File: config.mk
export PLATFORM = sky130hd
export DESIGN_NAME = fetch_buffer
export DESIGN_NICKNAME = d
export VERILOG_FILES = /design/src/rtl/fetch_buffer.sv
export SDC_FILE = /design/constraint.sdc
export NUM_CORES = 1
export LEC_CHECK = 0
export ABC_AREA = 1
export BUFFER_PORTS_ARGS = -buffer_cell sky130_fd_sc_hd__buf_2
export CAP_MARGIN = 20
export CELL_PAD_IN_SITES_DETAIL_PLACEMENT = 1
export CELL_PAD_IN_SITES_GLOBAL_PLACEMENT = 2
export CORE_ASPECT_RATIO = 2
export CORE_MARGIN = 5
export CORE_UTILIZATION = 26
export DETAILED_ROUTE_END_ITERATION = 16
export MAX_ROUTING_LAYER = met4
export PLACE_DENSITY = 0.63
export RECOVER_POWER = 100
export SLEW_MARGIN = 20
export SYNTH_ARGS = -nofsm -noshare
export SYNTH_HDL_FRONTEND = slang
export SYNTH_SLANG_ARGS = --single-unit
File: constraint.sdc
create_clock -name s_clk_i -period 3.31 [get_ports s_clk_i]
set_input_delay 0.1655 -clock s_clk_i [delete_from_list [all_inputs] [get_ports s_clk_i]]
set_output_delay 0.1655 -clock s_clk_i [all_outputs]
set_load 0.02 [all_outputs]
File: src/rtl/fetch_buffer.sv
`default_nettype none
// ============================================================================
// Module      : fetch_buffer
// Description : Circular buffer of DEPTH fetched 32-bit words that sits
//               between the instruction fetch unit and the decoder. Each
//               entry carries the word, a 3-bit fetch status code, a
//               "lower halfword valid" flag and two halfword prediction
//               bits. The head entry is presented combinationally from
//               storage; a push is visible one cycle later at the earliest.
// Ports       :
//   s_clk_i      in   clock, rising edge
//   s_reset_i    in   synchronous active-high reset (pointers + counter)
//   s_flush_i    in   discard every entry; overrides push, pop and stall
//   s_wval_i     in   fetch response valid
//   s_wdata_i    in   fetched word
//   s_wlp_val_i  in   lower halfword belongs to the program path
//   s_wferr_i    in   fetch status code of the word
//   s_wpred_i    in   predicted-taken per halfword {upper, lower}
//   s_wready_o   out  a write is accepted this cycle
//   s_stall_i    in   consumer holds the head entry
//   s_instr_o    out  head word (0 when empty)
//   s_info_o     out  {ferr, lp_invalid, nop} (5'b00011 when empty)
//   s_pred_o     out  head prediction bits (0 when empty)
//   s_count_o    out  occupied entries, 0..DEPTH
// Revision    : 1.0 - initial release
// ============================================================================
module fetch_buffer #(
  parameter int DEPTH = 4
) (
  input  logic                     s_clk_i,
  input  logic                     s_reset_i,
  input  logic                     s_flush_i,
  input  logic                     s_wval_i,
  input  logic [31:0]              s_wdata_i,
  input  logic                     s_wlp_val_i,
  input  logic [2:0]               s_wferr_i,
  input  logic [1:0]               s_wpred_i,
  output logic                     s_wready_o,
  input  logic                     s_stall_i,
  output logic [31:0]              s_instr_o,
  output logic [4:0]               s_info_o,
  output logic [1:0]               s_pred_o,
  output logic [$clog2(DEPTH):0]   s_count_o
);

  localparam int AW = $clog2(DEPTH);
  localparam int CW = AW + 1;
  localparam logic [CW-1:0] DEPTH_C = CW'(DEPTH);

  // Entry layout: {data[31:0], ferr[2:0], lp_val, pred[1:0]}
  localparam int EW = 38;

  logic [EW-1:0] mem_q [DEPTH];

  logic [AW-1:0] wptr_q, wptr_d;
  logic [AW-1:0] rptr_q, rptr_d;
  logic [CW-1:0] count_q, count_d;

  logic          empty;
  logic          pop;
  logic          push;
  logic [EW-1:0] wentry;
  logic [EW-1:0] head;

  assign empty = (count_q == '0);

  // A full buffer can still accept a word when the head leaves in the same
  // cycle, so ready depends combinationally on the pop condition.
  assign pop        = ~empty & ~s_stall_i & ~s_flush_i;
  assign s_wready_o = (count_q < DEPTH_C) | pop;
  assign push       = s_wval_i & s_wready_o & ~s_flush_i;

  // A prediction on a discarded lower halfword must never reach the decoder.
  assign wentry = {s_wdata_i, s_wferr_i, s_wlp_val_i,
                   s_wpred_i[1], s_wpred_i[0] & s_wlp_val_i};

  always_comb begin
    wptr_d  = wptr_q;
    rptr_d  = rptr_q;
    count_d = count_q;
    if (s_flush_i) begin
      wptr_d  = '0;
      rptr_d  = '0;
      count_d = '0;
    end else begin
      // DEPTH is a power of two, so pointer overflow is the wrap to slot 0.
      if (push) wptr_d = wptr_q + 1'b1;
      if (pop)  rptr_d = rptr_q + 1'b1;
      if (push && !pop)      count_d = count_q + 1'b1;
      else if (pop && !push) count_d = count_q - 1'b1;
    end
  end

  always_ff @(posedge s_clk_i) begin
    if (s_reset_i) begin
      wptr_q  <= '0;
      rptr_q  <= '0;
      count_q <= '0;
    end else begin
      wptr_q  <= wptr_d;
      rptr_q  <= rptr_d;
      count_q <= count_d;
    end
  end

  // Storage carries no reset; stale contents are masked by the counter.
  always_ff @(posedge s_clk_i) begin
    if (push && !s_reset_i) begin
      mem_q[wptr_q] <= wentry;
    end
  end

  assign head = mem_q[rptr_q];

  always_comb begin
    s_instr_o = 32'h0;
    s_info_o  = 5'b00011;
    s_pred_o  = 2'b00;
    if (!empty) begin
      s_instr_o = head[37:6];
      s_info_o  = {head[5:3], ~head[2], 1'b0};
      s_pred_o  = head[1:0];
    end
  end

  assign s_count_o = count_q;

endmodule
`default_nettype wire

==> results.toml <==
[status]
outcome = "finished, final reports clean"

[synthesis]
ys_async_sr_fraction = 0
synth_cells = 525
yosysWarningCount = 0
syn_nets = 574
synth_cell_types = 23
synth.avg_cell_area_um2 = 12.27
synth_edf_count = 152
synth-seq-cells = 161
ys.flop_type = "edfxtp_1"
seq_area_frac_synth = 0.7366
syn_area_um2 = 6441

[clock_network]
postCtsHoldBufs = 37
clockBufferDepth = 2
clock_latency_ns = 0.43
cts_setup_buffers = 0
cts_resized = 0
numCtsBuffers = 17
clkSinkCount = 161
cts_root_buf = "clkbuf_16"
cts_tree = "done"
path_clk_slew_ns = 0.06
htree_levels = 4

[floorplan]
coreArea_um2 = 24420
die_h_um = 232.6
placementRows = 81
io_pins = 86
start_util = 0.2637
die_area_um2 = 28210
die_width_um = 121.3

[place]
finalWeightedCongestion = 0.7372
dp_slack_ns = 0.9480
dp_hpwl_um = 10780
port_buffers = 85

[final_layout]
multi_input_area_um2 = 1436
syn_to_final_growth_pct = 23.68
layout-drive-gt1-share = 0.07927
nets = 692
n_antenna_cell = 0
fillers = 2697
seq_area_um2 = 4747

[sta]
relSlewSlack = 0.1796
hold_violations = 0
rsz0062_at_grt = "false"
worst_slack_ns = 0.5324
fin_tns_setup_ns = 0
worst_pin_slew_ns = 1.231
fmax_mhz = 360.0
slew_violations = 0
fin_crit_ns = 2.778
min_period_over_period = 0.8392
setup_viol = 0
fin_skew_ns = 0.006684

[power_and_ir_drop]
seqPwrFrac = 0.516
power_w = 0.004381
internal_power_w = 0.003445
irDropWorstVdd_uv = 263.7
switching_share = 0.2136
p_leak_nw = 2.660
p_comb_frac = 0.063
power_density_nw_per_um2 = 549.9
clkPwrFrac = 0.421
p_sw_w = 0.0009359

[grt]
use_met3 = 0.02797
grt-busiest-layer = "met2"
use_met2 = 0.2336
grt-ovfl-total = 0
globalRouteTotalUtil = 0.1253
grt_pass1_wl_um = 25700
grt_max_degree = 77
first_global_vias = 4816
use_met1 = 0.1233
antenna_found_initial = 0

[hold_path]
hold_path_end = "wptr_q[1]"
hp-class = "in2reg"
hold_path_depth = 4
hp-start = "s_reset_i"

[setup_path]
endpoint_kind = "output pin"
rrSetupSlack_ns = 0.80
path_class = "reg2out"
crit_required_ns = 3.14
worstRegToRegCells = 4
r2r-end = "mem_q[0][32]"
timing.critical_path.from_type = "flop"
critPathArrivalTime_ns = 2.61
crit_fanout = 42
r2r_start = "s_count_o[2]"

[route]
drt_pass1_iterations = 4
route.vias.total = 4295
routed_wirelength_um = 16590
vias_per_cell = 4.347
detail-route-antenna-nets = 0
drc = 0
first_iter_violations = 187
wl_per_cell_um = 16.79

[flow_run]
cap_violations = 0
cells by family (layout without fill, tap and decap cells):
group	count (synthesis)	after routing	synth area share
buffers and inverters	48	179	0.04409
DFF	161	161	0.7366
adders and majority gates	6	6	0.01282
AOI/OAI and AO/OA	121	121	0.09460
and+or+nand+nor	189	189	0.1119
layer usage:
| metal | vias up | routed length (um) |
|---|---|---|
| met5 | - | 0 |
| met4 | 0 | 328 |
| met3 | 22 | 592 |
| met2 | 84 | 9630 |
| met1 | 2125 | 6037 |
| li1 | 2064 | - |
layout by cell type, fill, tap and decap left out, drive strengths merged:
master and instances:
a21oi 42, buf 12, bufinv 1, clkbuf 105
clkinv 4, clkinvlp 1, dfxtp 9, dlygate4sd3 37
edfxtp 152, fa 1, ha 5, inv 19
nand2 19, nand3 4, nand3b 1, nor2 165
o21ai 79
cells in the mapped netlist (2+ instances only):
| cell | number | area (um2) |
|---|---|---|
| buf_2 | 5 | 25.02 |
| a21oi_1 | 42 | 210.2 |
| nand3_1 | 4 | 20.02 |
| buf_1 | 2 | 7.510 |
| nor2_1 | 165 | 619.3 |
| dfxtp_1 | 9 | 180.2 |
| edfxtp_1 | 152 | 4564 |
| clkbuf_1 | 6 | 22.52 |
| o21ai_1 | 40 | 200.2 |
| buf_6 | 4 | 45.04 |
| inv_1 | 17 | 63.81 |
| ha_1 | 5 | 62.56 |
| nand2_1 | 18 | 67.56 |
| o21ai_0 | 38 | 190.2 |
| buf_4 | 10 | 75.07 |
power groups by stage:
stage / clock [W] / sequential (W) / combinational (W)
after global placement: 0 / 0.00230 / 0.000256
after global routing: 0.00199 / 0.00226 / 0.000305
final: 0.00184 / 0.00226 / 0.000275
after floorplan: 0 / 0.00230 / 0.000142
after detailed placement: 0 / 0.00230 / 0.000265
after CTS: 0.00189 / 0.00226 / 0.000301
worst max path at each step:
stage | from | to | depth (start not counted)
CTS | flop | s_instr_o[24] | 6
global placement | s_flush_i | mem_q[0][29] | 5
finish | flop | s_pred_o[0] | 6
floorplan | s_count_o[2] | mem_q[0][0] | 3
global route | flop | s_instr_o[22] | 6
detailed placement | s_flush_i | mem_q[0][33] | 5
sequential cells by signal, indices dropped and copies added, names as in the netlist, named ones only:
register / count
mem_q: 152
rptr_q: 2
s_count_o: 3
wptr_q: 2
area by class of cell:
cell class	instances	area share
timing repair buffer	128	0.09251
sequential	161	0.5959
inverter	19	0.009267
multi-input combinational	316	0.1803
clock inverter	6	0.007225
clock buffer	26	0.06267
tap	332	0.05214
critical path, stage by stage, from the launching register on:
cell and delay [ns]:
dfxtp_2 0.78, buf_4 0.51, nor2_1 0.09, nor2_1 0.09, o21ai_0 0.10, a21oi_1 0.30, clkbuf_1 0.29
stage by stage:
step / instance area, um2 / hold WS [ns] / util / instances
floorplan: 6441 / 0.2644 / - / 525
global placement: 7152 / 0.3832 / 0.2928 / 919
detailed placement: 7152 / 0.3921 / 0.2928 / 919
CTS: 8079 / 0.01521 / 0.3308 / 988
global route: 7966 / 0.06941 / 0.3262 / 988
finish: 7966 / 0.03917 / 0.3262 / 988
Note: power is estimated with default switching activity, not from simulation.
